### src/rtl/tiny86_step_sequencer.sv
// Feeds 560-bit trace steps to the tiny86 step-checking core and enforces regfile chaining
// between consecutive steps. Optional WAIT timeout is enabled by defining TINY86_SEQ_TIMEOUT_EN.
module tiny86_step_sequencer #(
    parameter int CNT_W          = 32,
    parameter int TIMEOUT_CYCLES = 256
) (
    input  logic             clk,
    input  logic             rst_n,
    input  logic             start,
    input  logic [CNT_W-1:0] num_steps,
    input  logic             step_valid,
    output logic             step_ready,
    input  logic [559:0]     step_data,
    output logic [559:0]     core_step,
    output logic             core_req,
    input  logic             core_done,
    input  logic [319:0]     core_regs,
    output logic             busy,
    output logic             done,
    output logic             pass,
    output logic [CNT_W-1:0] fail_step,
    output logic [1:0]       fail_code
);

    typedef enum logic [2:0] {
        S_IDLE  = 3'd0,
        S_FETCH = 3'd1,
        S_ISSUE = 3'd2,
        S_WAIT  = 3'd3,
        S_DONE  = 3'd4,
        S_FAIL  = 3'd5
    } state_e;

    state_e             state_q, state_d;
    logic [CNT_W-1:0]   count_q, count_d;
    logic [CNT_W-1:0]   num_q, num_d;
    logic [CNT_W-1:0]   fail_step_q, fail_step_d;
    logic [1:0]         fail_code_q, fail_code_d;
    logic [319:0]       expect_q, expect_d;
    logic [559:0]       core_step_q, core_step_d;
    logic               step_ready_q, step_ready_d;
    logic               core_req_q, core_req_d;
    logic               busy_q, busy_d;
    logic               done_q, done_d;
    logic               pass_q, pass_d;
    logic               xfer_s;
    logic               chain_bad_s;
    logic [CNT_W-1:0]   count_inc_s;

`ifdef TINY86_SEQ_TIMEOUT_EN
    localparam int WT_W = $clog2(TIMEOUT_CYCLES + 1);
    logic [WT_W-1:0]    wait_cnt_q, wait_cnt_d;
    logic [WT_W-1:0]    wait_inc_s;
`else
    logic               unused_timeout_s;
    assign unused_timeout_s = (TIMEOUT_CYCLES > 0);
`endif

    assign xfer_s      = step_valid & step_ready_q;
    assign count_inc_s = count_q + {{(CNT_W-1){1'b0}}, 1'b1};
    // Step 0 has no predecessor, so only later steps are chain-checked.
    assign chain_bad_s = (count_q != {CNT_W{1'b0}}) && (step_data[463:144] != expect_q);

    // Next-state, datapath and registered-output computation.
    always_comb begin
        state_d     = state_q;
        count_d     = count_q;
        num_d       = num_q;
        fail_step_d = fail_step_q;
        fail_code_d = fail_code_q;
        expect_d    = expect_q;
        core_step_d = core_step_q;
`ifdef TINY86_SEQ_TIMEOUT_EN
        wait_cnt_d  = wait_cnt_q;
        wait_inc_s  = wait_cnt_q + {{(WT_W-1){1'b0}}, 1'b1};
`endif
        case (state_q)
            S_IDLE, S_DONE, S_FAIL: begin
                if (start) begin
                    num_d       = num_steps;
                    count_d     = {CNT_W{1'b0}};
                    fail_step_d = {CNT_W{1'b0}};
                    fail_code_d = 2'd0;
                    if (num_steps == {CNT_W{1'b0}}) begin
                        state_d = S_DONE;
                    end else begin
                        state_d = S_FETCH;
                    end
                end else begin
                    state_d = state_q;
                end
            end
            S_FETCH: begin
                if (xfer_s && chain_bad_s) begin
                    state_d     = S_FAIL;
                    fail_code_d = 2'd1;
                    fail_step_d = count_q;
                end else if (xfer_s) begin
                    core_step_d = step_data;
                    state_d     = S_ISSUE;
                end else begin
                    state_d = S_FETCH;
                end
            end
            S_ISSUE: begin
                state_d = S_WAIT;
`ifdef TINY86_SEQ_TIMEOUT_EN
                wait_cnt_d = {WT_W{1'b0}};
`endif
            end
            S_WAIT: begin
                if (core_done) begin
                    expect_d = core_regs;
                    count_d  = count_inc_s;
                    if (count_inc_s == num_q) begin
                        state_d = S_DONE;
                    end else begin
                        state_d = S_FETCH;
                    end
`ifdef TINY86_SEQ_TIMEOUT_EN
                end else if (wait_inc_s == WT_W'(TIMEOUT_CYCLES)) begin
                    state_d     = S_FAIL;
                    fail_code_d = 2'd2;
                    fail_step_d = count_q;
                end else begin
                    wait_cnt_d = wait_inc_s;
                end
`else
                end else begin
                    state_d = S_WAIT;
                end
`endif
            end
            default: begin
                state_d = S_IDLE;
            end
        endcase

        // Outputs are decoded from the next state so they appear registered with it.
        step_ready_d = (state_d == S_FETCH);
        core_req_d   = (state_d == S_ISSUE);
        busy_d       = (state_d == S_FETCH) || (state_d == S_ISSUE) || (state_d == S_WAIT);
        done_d       = (state_d == S_DONE) || (state_d == S_FAIL);
        pass_d       = (state_d == S_DONE);
    end

    // State and output registers.
    always_ff @(posedge clk or negedge rst_n) begin
        if (!rst_n) begin
            state_q      <= S_IDLE;
            count_q      <= {CNT_W{1'b0}};
            num_q        <= {CNT_W{1'b0}};
            fail_step_q  <= {CNT_W{1'b0}};
            fail_code_q  <= 2'd0;
            expect_q     <= 320'd0;
            core_step_q  <= 560'd0;
            step_ready_q <= 1'b0;
            core_req_q   <= 1'b0;
            busy_q       <= 1'b0;
            done_q       <= 1'b0;
            pass_q       <= 1'b0;
`ifdef TINY86_SEQ_TIMEOUT_EN
            wait_cnt_q   <= {WT_W{1'b0}};
`endif
        end else begin
            state_q      <= state_d;
            count_q      <= count_d;
            num_q        <= num_d;
            fail_step_q  <= fail_step_d;
            fail_code_q  <= fail_code_d;
            expect_q     <= expect_d;
            core_step_q  <= core_step_d;
            step_ready_q <= step_ready_d;
            core_req_q   <= core_req_d;
            busy_q       <= busy_d;
            done_q       <= done_d;
            pass_q       <= pass_d;
`ifdef TINY86_SEQ_TIMEOUT_EN
            wait_cnt_q   <= wait_cnt_d;
`endif
        end
    end

    assign step_ready = step_ready_q;
    assign core_step  = core_step_q;
    assign core_req   = core_req_q;
    assign busy       = busy_q;
    assign done       = done_q;
    assign pass       = pass_q;
    assign fail_step  = fail_step_q;
    assign fail_code  = fail_code_q;

endmodule

### config.mk
export PLATFORM = sky130hd
export DESIGN_NAME = tiny86_step_sequencer
export DESIGN_NICKNAME = d
export VERILOG_FILES = /design/src/rtl/tiny86_step_sequencer.sv
export SDC_FILE = /design/constraint.sdc
export NUM_CORES = 2
export LEC_CHECK = 0
export BUFFER_PORTS_ARGS = -buffer_cell sky130_fd_sc_hd__buf_2
export CORE_AREA = 2 2 592 594
export CTS_CLUSTER_SIZE = 12
export DETAILED_ROUTE_END_ITERATION = 10
export DIE_AREA = 0 0 594 596
export PLACE_DENSITY_LB_ADDON = 0.25
export SETUP_SLACK_MARGIN = 0.4
export SLEW_MARGIN = 0
export SYNTH_ARGS = -nofsm -noshare
export SYNTH_HDL_FRONTEND = slang
export SYNTH_SLANG_ARGS = --single-unit
export TNS_END_PERCENT = 100
### constraint.sdc
create_clock -name clk -period 3.6 [get_ports clk]
set_clock_uncertainty 0.2 [all_clocks]
set_input_delay 0.9 -clock clk [delete_from_list [all_inputs] [get_ports clk]]
set_output_delay 0.9 -clock clk [all_outputs]
set_load 0.05 [all_outputs]
# Word level (Yosys, flattened, before mapping)
# Cells that the tools add are included.
[classes]
n_addsub = 1
eq_ne = 15
mux = 15
n_bitwise = 2
reduce_logical = 16
[op_table]
columns = ["operator", "n"]
rows = [
  ["$ne A320 B320 Y1", 1],
  ["$pmux W32 S2", 2],
  ["$mux W32", 3],
  ["$add A32 B1 Y32 const B", 1],
  ["$eq A32 B32 Y1", 1],
  ["$logic_not A32 Y1", 1],
  ["$reduce_bool A32 Y1", 1],
  ["$mux W3", 5],
  ["$eq A3 B2 Y1 const B", 4],
  ["$eq A3 B3 Y1 const B", 4],
  ["$pmux W3 S4", 1],
  ["$reduce_and A3 Y1", 3],
  ["$eq A3 B1 Y1 const B", 2],
  ["$mux W2", 3],
  ["$ne A2 B2 Y1 const B", 3],
  ["$pmux W2 S2", 1],
  ["$reduce_and A2 Y1", 2],
  ["$reduce_bool A2 Y1", 2],
  ["$logic_not A3 Y1", 1],
  ["$logic_or A1 B1 Y1", 3],
  ["$reduce_or A3 Y1", 1],
  ["$logic_and A1 B1 Y1", 2],
  ["$and A1 B1 Y1", 1],
  ["$not A1 Y1", 1],
]
[totals]
reg_bits = 986
in_bits = 917
out_inout_bits = 599
word_cells = 61

# Longest topological paths before layout
[logic_depth]
word_depth = 8
mapped_depth = 13
mapped_depth_nobuf = 11

# Worst setup path after synthesis
# No wires, ideal clock.
[synth_timing]
path_kind = "input-to-reg"
startpoint = "input step_data[303]"
endpoint = "register core_step_q[480] (netlist: core_step[480])"
setup_ns = 0.125
arrival_ns = 3.209
t_required_ns = 3.275
setup_slack_ns = 0.066
path_stages = 11
n_path_buf = 3
cell_sequence = "xor2_1 nor4_1 nand4_1 nor4_1 and3_1 a41oi_1 nor4_2 clkbuf_1 buf_2 buf_2 mux2_2"
[synth_via]
elab_chain_cells = 5
[synth_rtl]
columns = ["item", "line_no", "text"]
rows = [
  ["start: declaration", "13", "input logic [559:0] step_data,"],
  ["$ne A320 B320 Y1", "62", "assign chain_bad_s = (count_q != {CNT_W{1'b0}}) && (step_data[463:144] != expect_q);"],
  ["$logic_and A1 B1 Y1", "62", ""],
  ["$logic_and A1 B1 Y1", "94", "if (xfer_s && chain_bad_s) begin"],
  ["$not A1 Y1 (no line)", "-", ""],
  ["$reduce_and A3 Y1 (no line)", "-", ""],
  ["end signal: assignment", "172", "core_step_q <= core_step_d;"],
  ["end: declaration", "40", "logic [559:0] core_step_q, core_step_d;"],
]
# No other way between the ends.
# A chain may end at the register's enable or synchronous reset.

# Final worst setup path
[layout_timing]
startpoint = "register expect_q[292]"
endpoint = "register core_step_q[454] (netlist: core_step[454])"
[layout_via]
elab_chain_cells = 5
[layout_rtl]
columns = ["item", "line_no", "text"]
rows = [
  ["start: declaration", "39", "logic [319:0] expect_q, expect_d;"],
  ["start signal: assignment", "171", "expect_q <= expect_d;"],
  ["$ne A320 B320 Y1", "62", ""],
  ["$logic_and A1 B1 Y1", "62", ""],
  ["$logic_and A1 B1 Y1", "94", ""],
  ["$not A1 Y1 (no line)", "-", ""],
  ["$reduce_and A3 Y1 (no line)", "-", ""],
]
# No other way between the ends.

==> reports/qor.txt <==
Synth Area in Compound Gates = 0.0177
Most Frequent Cell on Critical Path = nor4_4
Tmin final = 4.43 ns
Reg power frac = 0.283
gp weighted congestion = 0.909
Post-synth ARST share = 1.00
Synth Register Bits = 985
warnings from Yosys = 0
crit path kind = reg2reg
utilization after layout = 0.197
Multi-input gate area = 0.0182 mm^2
H-tree level count = 4
final instance area = 0.0684 mm^2
Layout Cells excl Fill = 10500
failing checks = setup timing
vias in the first global route = 39400
worst r2r dst = core_step[454]
Crit path arrival time = 4.91 ns
main combinational cell family by area after synthesis = multiplexers
final count of pins violating max slew = 0
antenna viol nets, final = 0
crit end category = register
Avg Cell Area, Syn = 11.6 um^2
global route hottest layer = met2
Worst path max stage delay = 0.57 ns
Synth cell types = 67
post-synthesis xor/xnor area fraction = 0.0776
post-layout power = 70.8 mW
IO buf count = 1514
placed wire-length estimate = 258000 um
Mapped Cells = 3594
Max Cap Viol = 0
clock network power share = 0.200
largest net degree at the start of global routing = 83
drt pass-1 iters = 5
antenna violations before repair = 309
Post-Synth Adder-Cell Area = 0.000598
global-route wire length before repair = 395000 um
CP top delay family = simple AND/OR/NAND/NOR gates
met1 Track Usage GR = 0.188
Cells after DPL = 9956
Worst Hold Class = in2reg
data required time of the critical path = 4.08 ns
logic gate share of total power = 0.517
PD cells = 1030 mW/mm^2
Rel. slew slack = 0.182
Worst Path Buf+Inv = 7
Final Hold Fails = 0
r2r startpoint = expect_q[292]
CP Launch Type = register
worst skew pair latency = 0.83 ns
via count = 38100
die area = 0.354 mm^2
clk root buf = clkbuf_16
Mapped Nets = 4513
die height = 596 um
grt met3 use = 0.0587
layout cells sized above 1 = 0.499
Hold Path Depth = 3
Internal = 37.7 mW
Area after DPL = 0.0585 mm^2
Final Setup Violations = 601
Min-Delay Startpoint = core_regs[28]
met2 usage = 0.283
crit-path cells = xor2_2, buf_4, nor4_4, nand4_1, nor4_4, buf_4, and3_4, a41oi_4, nor4_4, buf_6, buf_6, buf_12, buf_16, clkbuf_16, mux2_2
Starting Density = 0.120
clk slew on worst S/H paths = 0.06 ns
Overall Global Routing Usage = 0.168
flop-to-flop setup slack = -0.83 ns
gr ovfl total = 0
slowest CP cell = nand4_1
num rows = 217
Fmax = 226 MHz
Routed wire per std cell = 29.5 um
status = finished with violations
leakage = 32.7 nW
nets = 6610
most common flop cell mapped by yosys = dfrtp_1
IO Count = 1516
actual slew at the worst max-slew pin = 1.22 ns
Sequential cell area = 0.0246 mm^2
mux share of post-synthesis cell area = 0.159
Synth Area in Simple Gates = 0.133
Horiz. Die Dim = 594 um
Routed WL = 311000 um
RSZ-0062 raised after global routing = true
Psw = 33.0 mW
Sink Count = 985
drc violations = 0
period utilization = 1.23
Hold EP = expect_q[28]
Max IR drop VDD = 0.000709 V
Core ar. = 0.348 mm^2
Synth Cell Area = 0.0419 mm^2
initial drt markers = 2395
final worst setup slack = -0.830 ns
Fin Setup TNS = -424.66 ns
Clock Tree Buf Depth = 4
via/cell ratio = 3.61
fill cell count = 38400
Net Sw Frac = 0.467
maximum fanout along the worst path = 9
CTS tree = yes
Seq/Total Area, Yosys = 0.589
Area Overhead vs Synth = 63.4%
Post-synth EDFFs = 0
total CTS buffers = 139
r2r worst-path depth = 15
==> metrics by stage <==
step                setup WS (ns)  hold slack (ns)
floorplan                   0.137            0.266
global placement            -3.09            0.259
detailed placement          -3.02            0.282
CTS                         -1.02        0.0000115
global route               -0.988           0.0392
finish                     -0.830           0.0834
==> power by group through the flow <==
stage               sequential (mW)  clock, mW  combinational [mW]
CTS                            19.9       14.7                34.9
global route                   20.6       15.1                38.3
global placement               19.9          0                32.4
detailed placement             20.0          0                32.7
finish                         20.0       14.2                36.6
floorplan                      30.4          0                9.06
==> synthesized netlist by cell type (all sizes together) (2+ instances only) <==
library cell / count / area, um^2
nand4: 61 / 394
a31oi: 5 / 31.3
nor3b: 2 / 15.0
a21oi: 21 / 105
nand3: 23 / 120
nor4: 88 / 557
dfrtp: 985 / 24600
xnor2: 136 / 1200
clkbuf: 100 / 397
or2: 2 / 12.5
nand3b: 3 / 22.5
a311o: 2 / 22.5
o31ai: 4 / 30.0
nor4b: 3 / 41.3
or3: 15 / 111
inv: 22 / 82.6
nand2b: 2 / 12.5
nor3: 12 / 81.3
ha: 2 / 25.0
o41ai: 7 / 61.3
o21ai: 72 / 364
or4b: 2 / 20.0
and3: 4 / 25.0
nor2: 31 / 116
and2: 4 / 25.0
nand2: 1056 / 3960
buf: 83 / 480
mux2: 592 / 6670
a21o: 2 / 15.0
xor2: 234 / 2050
==> cells in the final DEF, fill, tap and decap left out, types with 4 or more instances in the layout <==
cell           netlist  final
a21oi_1             21     21
a31oi_1              5      5
and2_1               4      4
buf_12               1     72
buf_16               0     36
buf_2               62   1513
buf_4                6    351
buf_6                7     16
buf_8                0     28
bufinv_16            0      8
clkbuf_1            97     30
clkbuf_16            0    163
clkbuf_8             2     27
clkinv_2             0     13
clkinv_8             0      4
dfrtp_1            985    985
diode_2              0    161
dlygate4sd3_1        0    101
inv_1               22     22
inv_6                0      7
mux2_2             583    145
mux2_4               0    447
nand2_1           1056   1056
nand3_1             22     20
nand4_1             59     59
nor2_1              31     31
nor3_1               9      9
nor4_1              87     74
nor4_2               1      9
nor4_4               0      5
o21ai_0             71     71
o31ai_1              4      4
o41ai_1              7      7
or3_1               10     10
xnor2_1            135    131
xnor2_2              1      5
xor2_1             234    230
==> worst register-to-register path, cell delays in order, from the launching register on <==
cell       delay, ns
dfrtp_1         0.41
xor2_2          0.17
buf_4           0.15
nor4_4          0.48
nand4_1         0.58
nor4_4          0.50
buf_4           0.17
and3_4          0.20
a41oi_4         0.13
nor4_4          0.19
buf_6           0.17
buf_6           0.10
buf_12          0.12
buf_16          0.22
clkbuf_16       0.21
mux2_2          0.33
==> cell type report <==
type	count	area share
antenna	161	0.00589
clock buffer	198	0.0587
inverter	22	0.00121
timing repair buffer	2140	0.217
sequential	985	0.360
multi-input combinational	2403	0.265
tap	4599	0.0841
clock inverter	39	0.00732
==> layer usage <==
layer | up-vias | wire length, um
met5 | - | 648
met4 | 98 | 15200
met3 | 701 | 26300
met2 | 1890 | 150000
met1 | 19000 | 119000
li1 | 16400 | -
==> state kept, by name, indices dropped and copies added, names as in the netlist, 3 cells and up <==
name       count
expect_q     320
core_step    560
state_q        3
num_q         32
fail_step     32
count_q       32
==> how the worst max path moves through the flow <==
stage / start / end / slack [ns] / cells past startpoint
4_1_cts: expect_q[142] / core_step[241] / -1.02 / 15
5_1_grt: expect_q[292] / core_step[279] / -0.99 / 15
3_5_place_dp: step_data[286] / core_step[450] / -3.02 / 13
2_1_floorplan: step_data[303] / core_step[440] / 0.14 / 11
3_3_place_gp: step_data[286] / core_step[281] / -3.09 / 13
6_report: expect_q[292] / core_step[454] / -0.83 / 15
==> logic make-up after synthesis <==
kind of cell | count (synthesis)
AND/OR/NAND/NOR | 1312
buffers and inverters | 206
other | 1
XOR/XNOR | 370
multiplexers | 592
AO/OA/AOI/OAI | 126
flip-flops | 985
adder cells (fa/ha/maj) | 2
==> timing repair <==
item,CTS,global route
hold endpoints to repair,124,0
resized for setup,227,331
gates cloned,25,25
setup buffers,29,13
pin swaps,6,8
endpoints found under the setup margin,601,602
hold buffers,101,0
Power figures use the tool's default switching activity.
